===== src/rtl/wb_stage_mlane.sv =====
// N-lane writeback pipeline register with oldest-first redirect select.
// Squashes younger same-cycle lanes and counts retired writebacks.
module wb_stage_mlane #(
    parameter int LANES  = 2,
    parameter int XLEN   = 64,
    parameter int INST_W = 32,
    parameter int SID_W  = 4,
    parameter int CNT_W  = 32
) (
    input  logic                       clk,
    input  logic                       rst_n,
    input  logic [LANES-1:0]           in_valid_i,
    input  logic [LANES*5-1:0]         in_rd_i,
    input  logic [LANES*XLEN-1:0]      in_value_i,
    input  logic [LANES*INST_W-1:0]    in_inst_i,
    input  logic [LANES*(SID_W+1)-1:0] in_sid_i,
    input  logic [LANES-1:0]           in_redirect_i,
    input  logic [LANES*XLEN-1:0]      in_redirect_pc_i,
    input  logic [LANES-1:0]           stall_i,
    input  logic [LANES-1:0]           flush_i,
    input  logic                       redirect_en_i,
    output logic [LANES-1:0]           wb_valid_o,
    output logic [LANES-1:0]           wb_rf_we_o,
    output logic [LANES*5-1:0]         wb_rd_o,
    output logic [LANES*XLEN-1:0]      wb_value_o,
    output logic [LANES*INST_W-1:0]    wb_inst_o,
    output logic [LANES*(SID_W+1)-1:0] wb_sid_o,
    output logic                       wb_redirect_o,
    output logic [XLEN-1:0]            wb_redirect_pc_o,
    output logic [SID_W:0]             wb_redirect_sid_o,
    output logic [CNT_W-1:0]           retired_cnt_o
);

    localparam int SW = SID_W + 1;

    logic [LANES-1:0]  r_valid;
    logic [LANES-1:0]  r_redir;
    logic [LANES-1:0]  r_fired;
    logic [LANES-1:0]  r_counted;
    logic [4:0]        r_rd    [LANES];
    logic [XLEN-1:0]   r_value [LANES];
    logic [INST_W-1:0] r_inst  [LANES];
    logic [SW-1:0]     r_sid   [LANES];
    logic [XLEN-1:0]   r_rpc   [LANES];
    logic [CNT_W-1:0]  r_cnt;

    logic [LANES-1:0]  w_cand;
    logic [LANES-1:0]  w_ok;
    logic [LANES-1:0]  w_win;
    logic              w_any;
    logic [XLEN-1:0]   w_rpc;
    logic [SW-1:0]     w_rsid;
    logic [LANES-1:0]  w_kill;
    logic [LANES-1:0]  w_new;
    logic [CNT_W-1:0]  w_add;

    // Wrap-aware age: same epoch compares index, crossed epoch inverts it.
    function automatic logic older(input logic [SW-1:0] a,
                                   input logic [SW-1:0] b);
        if (a[SID_W] == b[SID_W])
            return a[SID_W-1:0] < b[SID_W-1:0];
        else
            return a[SID_W-1:0] > b[SID_W-1:0];
    endfunction

    // Candidates that no other candidate is older than.
    always_comb begin
        w_cand = r_valid & r_redir & ~flush_i & ~r_fired;
        w_ok   = '0;
        for (int i = 0; i < LANES; i++) begin
            w_ok[i] = w_cand[i];
            for (int j = 0; j < LANES; j++) begin
                if (j != i && w_cand[j] && older(r_sid[j], r_sid[i]))
                    w_ok[i] = 1'b0;
            end
        end
    end

    // Lowest-index eligible lane wins; falls back to any candidate.
    always_comb begin
        logic found;
        found = 1'b0;
        w_win = '0;
        for (int i = 0; i < LANES; i++) begin
            if (!found && w_ok[i]) begin
                found    = 1'b1;
                w_win[i] = 1'b1;
            end
        end
        for (int i = 0; i < LANES; i++) begin
            if (!found && w_cand[i]) begin
                found    = 1'b1;
                w_win[i] = 1'b1;
            end
        end
    end

    // Redirect target/sid mux from the one-hot winner.
    always_comb begin
        w_any  = |w_cand;
        w_rpc  = '0;
        w_rsid = '0;
        for (int i = 0; i < LANES; i++) begin
            if (w_win[i]) begin
                w_rpc  = w_rpc | r_rpc[i];
                w_rsid = w_rsid | r_sid[i];
            end
        end
    end

    assign wb_redirect_o     = redirect_en_i & w_any;
    assign wb_redirect_pc_o  = w_rpc;
    assign wb_redirect_sid_o = w_rsid;

    // Squash, output valid, rf write enable, first-cycle retire count.
    always_comb begin
        w_add = '0;
        for (int i = 0; i < LANES; i++) begin
            w_kill[i] = wb_redirect_o & r_valid[i] & older(w_rsid, r_sid[i]);
            wb_valid_o[i] = r_valid[i] & ~flush_i[i] & ~w_kill[i];
            wb_rf_we_o[i] = wb_valid_o[i] & (r_rd[i] != 5'd0);
            w_new[i] = wb_valid_o[i] & ~r_counted[i];
            w_add = w_add + CNT_W'(w_new[i]);
        end
    end

    // Flatten registered lane fields onto the output buses.
    always_comb begin
        for (int i = 0; i < LANES; i++) begin
            wb_rd_o[5*i +: 5]           = r_rd[i];
            wb_value_o[XLEN*i +: XLEN]  = r_value[i];
            wb_inst_o[INST_W*i +: INST_W] = r_inst[i];
            wb_sid_o[SW*i +: SW]        = r_sid[i];
        end
    end

    // Per-lane register: flush > load > hold > drain.
    always_ff @(posedge clk or negedge rst_n) begin
        if (!rst_n) begin
            r_valid   <= '0;
            r_redir   <= '0;
            r_fired   <= '0;
            r_counted <= '0;
            for (int i = 0; i < LANES; i++) begin
                r_rd[i]    <= '0;
                r_value[i] <= '0;
                r_inst[i]  <= '0;
                r_sid[i]   <= '0;
                r_rpc[i]   <= '0;
            end
        end else begin
            for (int i = 0; i < LANES; i++) begin
                if (flush_i[i]) begin
                    r_valid[i]   <= 1'b0;
                    r_redir[i]   <= 1'b0;
                    r_fired[i]   <= 1'b0;
                    r_counted[i] <= 1'b0;
                end else if (in_valid_i[i]) begin
                    r_valid[i]   <= 1'b1;
                    r_redir[i]   <= in_redirect_i[i];
                    r_fired[i]   <= 1'b0;
                    r_counted[i] <= 1'b0;
                    r_rd[i]      <= in_rd_i[5*i +: 5];
                    r_value[i]   <= in_value_i[XLEN*i +: XLEN];
                    r_inst[i]    <= in_inst_i[INST_W*i +: INST_W];
                    r_sid[i]     <= in_sid_i[SW*i +: SW];
                    r_rpc[i]     <= in_redirect_pc_i[XLEN*i +: XLEN];
                end else if (stall_i[i]) begin
                    r_fired[i]   <= r_fired[i] | (wb_redirect_o & w_win[i]);
                    r_counted[i] <= r_counted[i] | wb_valid_o[i];
                end else begin
                    r_valid[i]   <= 1'b0;
                    r_redir[i]   <= 1'b0;
                    r_fired[i]   <= 1'b0;
                    r_counted[i] <= 1'b0;
                end
            end
        end
    end

    // Retired writeback counter, wraps naturally.
    always_ff @(posedge clk or negedge rst_n) begin
        if (!rst_n)
            r_cnt <= '0;
        else
            r_cnt <= r_cnt + w_add;
    end

    assign retired_cnt_o = r_cnt;

endmodule


===== config.mk =====
export PLATFORM = sky130hd
export DESIGN_NAME = wb_stage_mlane
export DESIGN_NICKNAME = d
export VERILOG_FILES = /design/src/rtl/wb_stage_mlane.sv
export SDC_FILE = /design/constraint.sdc
export NUM_CORES = 1
export LEC_CHECK = 0
export ABC_AREA = 1
export CORE_AREA = 2 2 258 260
export DETAILED_ROUTE_END_ITERATION = 10
export DIE_AREA = 0 0 260 262
export PLACE_DENSITY = 0.49
export SYNTH_ARGS = -nofsm -noshare
export SYNTH_HDL_FRONTEND = slang
export SYNTH_SLANG_ARGS = --single-unit

===== constraint.sdc =====
create_clock -name clk -period 11.4 [get_ports clk]
set_input_delay 2.85 -clock clk [delete_from_list [all_inputs] [get_ports clk]]
set_output_delay 2.85 -clock clk [all_outputs]
set_load 0.005 [all_outputs]

-- Yosys cells after proc, flatten, opt, wreduce, memory -nomap -nowiden
Cells that the tools add are included.
- $add $sub $neg: 2
- $lt $le $gt $ge: 8
- eq/ne operators: 6
- mux-type cells: 38
- bitwise logic cells: 32
- reductions and logical operators: 13
- operator list (cell ; number):
    $mux W64 ; 2
    $or A64 B64 Y64 ; 1
    $mux W1 ; 34
    $add A32 B2 Y32 ; 1
    $gt A4 B4 Y1 ; 4
    $lt A4 B4 Y1 ; 4
    $and A1 B1 Y1 ; 15
    $mux W5 ; 2
    $reduce_bool A5 Y1 ; 2
    $and A2 B2 Y2 ; 3
    $ne A3 B2 Y1 const B ; 2
    $not A1 Y1 ; 6
    $logic_and A1 B1 Y1 ; 5
    $or A5 B5 Y5 ; 1
    $eq A1 B1 Y1 ; 4
    $not A2 Y2 ; 2
    $or A1 B1 Y1 ; 4
    $reduce_and A2 Y1 ; 2
    $logic_not A1 Y1 ; 3
    $add A1 B1 Y2 ; 1
    $reduce_or A2 Y1 ; 1
- register bits after elaboration: 380
- input port bits: 351
- logic and storage cells: 116

-- Longest topological paths before layout
Gate-level depths: netlist (run 1).
- word-level depth: 25
- gate-level depth with buffers: 40
- gate-level depth less buffers: 40

-- Least setup slack after synthesis (run 1)
Ideal clock, no wire load.
- path type: input to output
- start point: input flush_i[1]
- end point: output wb_rf_we_o[0]
- arrival: 4.956 ns
- required time: 8.550 ns
- path slack: 3.594 ns
- cell stages on the path: 17
- path buffers: 2
- cells stage by stage: inv_1 -> nand2_1 -> nor3_2 -> inv_1 -> a21oi_2 -> nand2_4 -> nand2_4 -> buf_2 -> buf_2 -> o22ai_1 -> ha_1 -> nand2_1 -> o21ai_0 -> nand3_1 -> nand3_1 -> nand2_1 -> a21oi_1
- longest elaborated chain between the ends: 22
- elaborated cells on any way between the ends: 32
- classes of those cells: order compare (2); eq/ne (1); mux (11); bitwise (10); reduce/logical (8)
- ends and longest elaborated chain (item ; RTL line ; RTL):
    from (decl) ; 20 ; input logic [LANES-1:0] flush_i,
    $not A2 Y2 (*) ; 68 ; w_cand = r_valid & r_redir & ~flush_i & ~r_fired;
    $and A2 B2 Y2 (*) (2 in series) ; 68 ;
    $logic_and A1 B1 Y1 ; 73 ; if (j != i && w_cand[j] && older(r_sid[j], r_sid[i]))
    $mux W1 ; 73 ;
    $mux W1 ; 85 ; if (!found && w_ok[i]) begin
    $logic_not A1 Y1 ; 85 ;
    $logic_and A1 B1 Y1 ; 85 ;
    $mux W1 ; 85 ;
    [6 not listed] ; n/a ;
    $mux W5 (*) ; 104 ; if (w_win[i]) begin
    via wb_redirect_sid_o[3] ; 30 ; output logic [SID_W:0] wb_redirect_sid_o,
    $gt A4 B4 Y1 / $lt A4 B4 Y1 (equally long branches) ; 63, 61 ;
    $mux W1 (*) ; 60 ; if (a[SID_W] == b[SID_W])
    $and A1 B1 Y1 (*) ; 119 ; w_kill[i] = wb_redirect_o & r_valid[i] & older(w_rsid, r_sid[i]);
    $not A1 Y1 (*) ; 120 ; wb_valid_o[i] = r_valid[i] & ~flush_i[i] & ~w_kill[i];
    $and A1 B1 Y1 (*) ; 120 ;
    $and A1 B1 Y1 (*) ; 121 ; wb_rf_we_o[i] = wb_valid_o[i] & (r_rd[i] != 5'd0);
    to (decl) ; 23 ; output logic [LANES-1:0] wb_rf_we_o,
The timed path passes the listed nets; every way through them passes the cells marked *.

-- Final worst setup path (run 1)
- start point: input flush_i[0]
- end point: output wb_rf_we_o[0]
- longest elaborated chain between the ends: 21
- elaborated cells on any way between the ends: 34
- classes of those cells: order compare (2); eq/ne (1); mux (11); bitwise (12); reduce/logical (8)
- ends and longest elaborated chain (item ; RTL line ; RTL):
    $not A2 Y2 ; 68 ;
    $and A2 B2 Y2 (2 in series) ; 68 ;
    $mux W1 ; 73 ;
    $mux W1 ; 85 ;
    $logic_not A1 Y1 ; 85 ;
    $logic_and A1 B1 Y1 ; 85 ;
    $mux W1 ; 85 ;
    $logic_not A1 Y1 ; 91 ; if (!found && w_cand[i]) begin
    [4 not listed] ; n/a ;
    $mux W1 ; 91 ;
    $mux W5 ; 104 ;
    $gt A4 B4 Y1, or another cell as far along ; 63 ; return a[SID_W-1:0] > b[SID_W-1:0];
    $mux W1 ; 60 ;
    $and A1 B1 Y1 ; 119 ;
    $not A1 Y1 ; 120 ;
    $and A1 B1 Y1 (*) ; 120 ;
    $and A1 B1 Y1 (*) ; 121 ;
Every way passes the cells marked *; elsewhere a longest branch is shown, timed or not.

==> results of run 1 <==
==> where the power goes <==
part	leakage [nW]	internal (W)	switching, W	total (W)
clock network	0.770	0.000925	0.000604	0.00153
registers	4.51	0.00154	0.000112	0.00165
logic	5.38	0.000480	0.000255	0.000735
total	10.7	0.00294	0.000971	0.00391
==> critical path, delay by kind of cell <==
family	cells	cell delay [ns]
AO/OA/AOI/OAI	5	0.73
adder cells (fa/ha/maj)	1	0.29
buffers and inverters	4	1.79
AND/OR/NAND/NOR	6	0.89
==> area by class of cell <==
cell class / count / area [sq um] / share of cell area
antenna: 4 / 10.0 / 0.000398
clock buffer: 74 / 1430 / 0.0568
clock inverter: 10 / 146 / 0.00582
inverter: 50 / 188 / 0.00747
multi-input combinational: 732 / 5980 / 0.238
sequential: 380 / 9510 / 0.378
tap: 864 / 1080 / 0.0430
timing repair buffer: 680 / 6790 / 0.270
==> routing by layer <==
layer	wire length, um	GRT usage	vias up
met5	109	0	-
met3	5610	0.0679	100
met4	1630	0.0548	16
met1	21500	0.189	6018
met2	28900	0.286	439
li1	-	-	5565
==> flip-flops by register name (all words and copies together) (netlist names) <==
signal,count
wb_sid_o,10
r_counted,2
wb_value_o,128
r_fired,2
r_valid,2
wb_inst_o,64
wb_rd_o,10
r_rpc,128
r_redir,2
retired_cnt_o,32
==> worst paths after layout <==
check	end	slack, ns	depth (start not counted)
min in group asynchronous	r_rpc[75]	2.31	1
hold / removal	retired_cnt_o[31]	0.46	1
setup / recovery	wb_rf_we_o[0]	1.98	16
hold reg to reg	retired_cnt_o[31]	0.46	1
max in group asynchronous	wb_value_o[45]	7.15	3
setup reg to reg	retired_cnt_o[28]	6.04	35
==> through the flow <==
stage | total power [W] | cells
after floorplan | 0.00190 | 1228
after global placement | 0.00241 | 2706
after detailed placement | 0.00242 | 2706
after CTS | 0.00399 | 2790
after global routing | 0.00411 | 2793
final | 0.00391 | 2794
==> layout by cell type (no fill, tap or decap), drive strengths merged <==
cell type	count
buf	13
o22ai	3
or2	1
clkinvlp	1
inv	51
o21ai	6
nand4	6
clkinv	5
nor2	29
nor4	5
nand3b	1
xnor2	9
fa	1
ha	12
xor2	22
bufinv	3
mux2	331
nand2	118
diode	4
a21oi	22
nor3	11
clkdlybuf4s50	667
nand3	155
clkbuf	74
dfrtp	380
==> synth_stat cells <==
master	instances	area (sq um)
nand2_2	4	25.0
nand4_1	5	31.3
a21oi_2	4	35.0
o21ai_0	6	30.0
xor2_1	22	193
or2_0	1	6.26
nand3b_1	1	7.51
nor2_4	2	22.5
nor4_2	1	12.5
ha_1	12	150
nand3_1	152	761
inv_2	6	22.5
a21oi_1	18	90.1
nand3_2	3	30.0
nor4_4	2	42.5
nor3_1	7	35.0
xnor2_1	9	78.8
nand4_2	1	12.5
dfrtp_1	380	9510
mux2_2	331	3730
inv_1	44	165
nor3_2	2	20.0
fa_1	1	20.0
o22ai_1	3	18.8
nand2_1	111	417
nor3_4	2	32.5
buf_2	26	130
clkbuf_1	31	116
nor4_1	2	12.5
buf_1	9	33.8
nand2_4	3	33.8
nor2_1	23	86.3
nor2_2	4	25.0
==> kinds of logic after synthesis <==
logic type               count (synthesis)  share of synthesized area
multiplexers                           331                      0.234
AND/OR/NAND/NOR                        326                      0.101
flip-flops                             380                      0.597
adder cells (fa/ha/maj)                 13                     0.0107
buffers and inverters                  116                     0.0294
AO/OA/AOI/OAI                           31                     0.0109
XOR/XNOR                                31                     0.0170
==> run metrics, run 1 <==
status finished, final reports clean; r2r startpoint wb_sid_o[6]; Worst-Margin Slew 1.04 ns; row count 94; Fillers 6334; Setup Buffers After CTS 0; Hold Path Class register to register; CP Data Required Time 8.55 ns; Tcrit/Tclk final 0.826; YS warnings 0; final hold vios 0; Worst-path clk slew 0.06 ns; Detailed Routing Iterations Pass 1 7; Core ar. 65300 sq um; GRT Total Usage 0.167; Cell Chain, Critical Path clkdlybuf4s50_1 -> nor2_1 -> nand3_1 -> inv_2 -> buf_4 -> nand3_1 -> o21ai_0 -> ha_1 -> a21oi_1 -> o21ai_0 -> o21ai_0 -> nand2_1 -> nand3_1 -> nand2_1 -> a21oi_1 -> clkdlybuf4s50_1; CTS sink cnt 380; Max Cap Viol 0; setup ws final 1.98 ns; worst-path fanout max 69; flops & latches, synth 380; min Tclk post-route 9.42 ns; Die Span X 260 um; Root Buffer clkbuf_16; syn nets 1592; placed inst area 23600 sq um; slew margin rel. 0.309; port buffer count 668; Sum Neg Setup Slack 0 ns; CTS tree done; I/O pin count 669; power per cell area 156 nW/um^2; hold_buf cts 0; Seq/Total Area, Yosys 0.597; FMAX 0.106 GHz; Critical Path Source flush_i[0]; vias after detailed routing 12138; Initial Util 0.244; Synth cell types 33; Hold Crit Start retired_cnt_o[31]; Mapped Cells 1228; Startpoint Class input pin; Final Util 0.385; Layout Skew 0.0178 ns; RSZ-0062 raised after global routing false; final instance area 25100 sq um; Crit. End Element output pin; GRT Residual Overflow 0; worst hold slack 0.465 ns; Bufs on Longest Clock Path 3; DIE HEIGHT 262 um; Worst VDD drop 0.108 mV; Syn Area/Cell 13.0 sq um; share of layout cells above drive strength 1 0.234; Area Growth Syn to Fin 57.8%; clk_lat worst skew 0.58 ns; post-CTS sizing 0; Critical-path top delay cell buf_4; CP arrival 6.57 ns; critical path type input pin to output pin; first-pass GRT wire length 85800 um; CTS buffer count 47; NumNets Final 2255; die area 68100 sq um; Final GP Congestion 0.810; drc violations 0; routed vias/inst 4.34; H-tree Lvls 2; initial antenna violation count 13; Post-DP HPWL 42200 um; Final setup viols 0; Pleak 10.7 nW; vias in the first global route 13389; pre-CTS WS 1.96 ns; Post-Syn Area 15900 sq um; Final Slew Violations 0; wirelength, routed 57700 um; Crit path largest cell delay 0.68 ns; post-DR wirelength/cell 20.7 um; DR iter-0 viols 444; ANT nets after route 0; pin count of the biggest net entering global routing 145
No activity file was read; power rests on OpenSTA's default activity.
==> run 2, diff against run 1 <==
==> constraint.sdc (replaced) <==
create_clock -name clk -period 9 [get_ports clk]
set_input_delay 2.25 -clock clk [delete_from_list [all_inputs] [get_ports clk]]
set_output_delay 2.25 -clock clk [all_outputs]
set_load 0.005 [all_outputs]
==> run 2 against run 1 <==
Sequential cell count stayed put. Clock power is 22% higher. Register-to-register slack worse by 2.5 ns. Die area stayed put. Global-route usage is 0.19 points lower. Final area is 0.19% lower. Wire length is 0.24% higher. Clock skew is 0.011 ns lower. First-iteration DRC count is 1.1% lower. Critical path depth is 3 higher. Final cell count hardly changed. Critical path type unchanged. Largest power group unchanged.
==> run metrics, run 2 (synthesis results as in run 1) <==
post-DR wirelength/cell 20.7 um (about the same); CTS tree done (unchanged); I/O pin count 669 (unchanged); share of layout cells above drive strength 1 0.235 (was 0.234); vias in the first global route 13232 (was 13389); first-pass GRT wire length 84800 um (was 85800 um); most frequent cells in the layout 667 x clkdlybuf4s50_1, 380 x dfrtp_1, 331 x mux2_2 (unchanged); CTS sink cnt 380 (unchanged); drc violations 0 (unchanged); Layout Skew 0.00713 ns (was 0.0178 ns); Core ar. 65300 sq um (unchanged); final hold vios 0 (unchanged); Pleak 10.6 nW (was 10.7 nW); CP Data Required Time 6.75 ns (was 8.55 ns); GRT Total Usage 0.165 (was 0.167); Final setup viols 0 (unchanged); DR iter-0 viols 439 (was 444); Power Total 0.00489 W (was 0.00391 W); Worst-Margin Slew 1.02 ns (was 1.04 ns); Final GP Congestion 0.819 (was 0.810); Max Cap Viol 0 (unchanged); vias after detailed routing 12056 (was 12138); clk_lat worst skew 0.57 ns (was 0.58 ns); CP arrival 5.86 ns (was 6.57 ns); die area 68100 sq um (unchanged); Startpoint Class input pin (unchanged); Hold Path Class register to register (unchanged); Die Span X 260 um (unchanged); pin count of the biggest net entering global routing 155 (was 145); Worst VDD drop 0.133 mV (was 0.108 mV); met3 Resource Use GR 0.0660 (was 0.0679); commonest non-fill, non-tap cell in the layout clkdlybuf4s50_1 (unchanged); row count 94 (unchanged); Area Growth Syn to Fin 57.5% (was 57.8%); DIE HEIGHT 262 um (unchanged); hold_buf cts 0 (unchanged); Post-DP HPWL 42300 um (was 42200 um); initial antenna violation count 11 (was 13); Detailed Routing Iterations Pass 1 4 (was 7); Sum Neg Setup Slack 0 ns (unchanged); Final Slew Violations 0 (unchanged); slew margin rel. 0.321 (was 0.309); worst-path fanout max 15 (was 69); Crit. End Element output pin (unchanged); Tcrit/Tclk final 0.901; min Tclk post-route 8.11 ns; Initial Util 0.244 (unchanged); RSZ-0062 raised after global routing false (unchanged); critical path type input pin to output pin (unchanged); met2 Use GR 0.296 (was 0.286); NumNets Final 2253 (was 2255); Setup Buffers After CTS 0 (unchanged); Bufs on Longest Clock Path 3 (unchanged); post-CTS sizing 0 (unchanged); Root Buffer clkbuf_16 (unchanged); Worst-path clk slew 0.06 ns (about the same); port buffer count 668 (unchanged); wirelength, routed 57800 um (was 57700 um); power per cell area 195 nW/um^2 (was 156 nW/um^2); status finished, final reports clean (unchanged); CTS buffer count 46 (was 47); routed vias/inst 4.32 (was 4.34); FMAX 0.123 GHz; ANT nets after route 0 (unchanged); H-tree Lvls 2 (unchanged); grt met1 use 0.181 (was 0.189); grt peak-use layer met2 (unchanged); GRT Residual Overflow 0 (unchanged)
-- run 2: cell type report --
cell class	count	area, sq um
well taps	864	1080
clock inverters	15	154
repair buffers	679	6800
multi-input cells	732	5980
fillers	6326	40200
diodes	5	12.5
inverters	50	188
flip-flops and latches	380	9510
clock buffers	68	1370
-- run 2: routing by layer --
| layer | wire (um) | share of wire |
|---|---|---|
| met1 | 21800 | 0.38 |
| met2 | 29700 | 0.51 |
| met3 | 5150 | 0.089 |
| met4 | 1070 | 0.018 |
| met5 | 64 | 0.0011 |
-- run 2: final timing paths --
path | startpoint | cells after the start | end | slack, ns
worst min register to register | retired_cnt_o[31] | 1 | retired_cnt_o[31] | 0.48
min in group asynchronous | rst_n | 1 | wb_rd_o[0] | 1.70
max in group asynchronous | rst_n | 2 | wb_value_o[34] | 5.78
worst max register to register | wb_sid_o[6] | 32 | retired_cnt_o[28] | 3.59
worst max-delay path | flush_i[1] | 19 | wb_rf_we_o[0] | 0.89
worst min-delay path | retired_cnt_o[31] | 1 | retired_cnt_o[31] | 0.48
-- run 2: through the flow --
stage                     setup WS (ns)  hold WS [ns]  instances  instance area (sq um)  utilization
after global routing              0.491         0.502       2791                  25100        0.384
after floorplan                    2.39         0.465       1228                  15900            -
final                             0.889         0.479       2793                  25100        0.384
after CTS                         0.818         0.481       2788                  25100        0.384
after global placement            0.890         0.466       2705                  23600        0.361
after detailed placement          0.822         0.473       2705                  23600        0.361
-- run 2: where the power goes --
part           internal, W  leakage, nW  total (W)  switching [W]
Combinational     0.000608         5.38   0.000931       0.000323
Clock              0.00111        0.753    0.00187       0.000760
Sequential         0.00195         4.51    0.00209       0.000142
Total              0.00367         10.6    0.00489        0.00122
-- run 2: critical path, cell delays in order --
cell and delay, ns:
clkdlybuf4s50_1 0.43, inv_1 0.14, nand2_1 0.11, nor3_2 0.17, inv_1 0.12, a21oi_2 0.17, nand2_4 0.09, nand2_4 0.19
nand2_4 0.11, o21ai_0 0.27, ha_1 0.31, a21oi_1 0.16, o21ai_0 0.13, o21ai_0 0.10, nand2_1 0.07, nand3_1 0.06
nand2_1 0.23, a21oi_1 0.23, clkdlybuf4s50_1 0.53
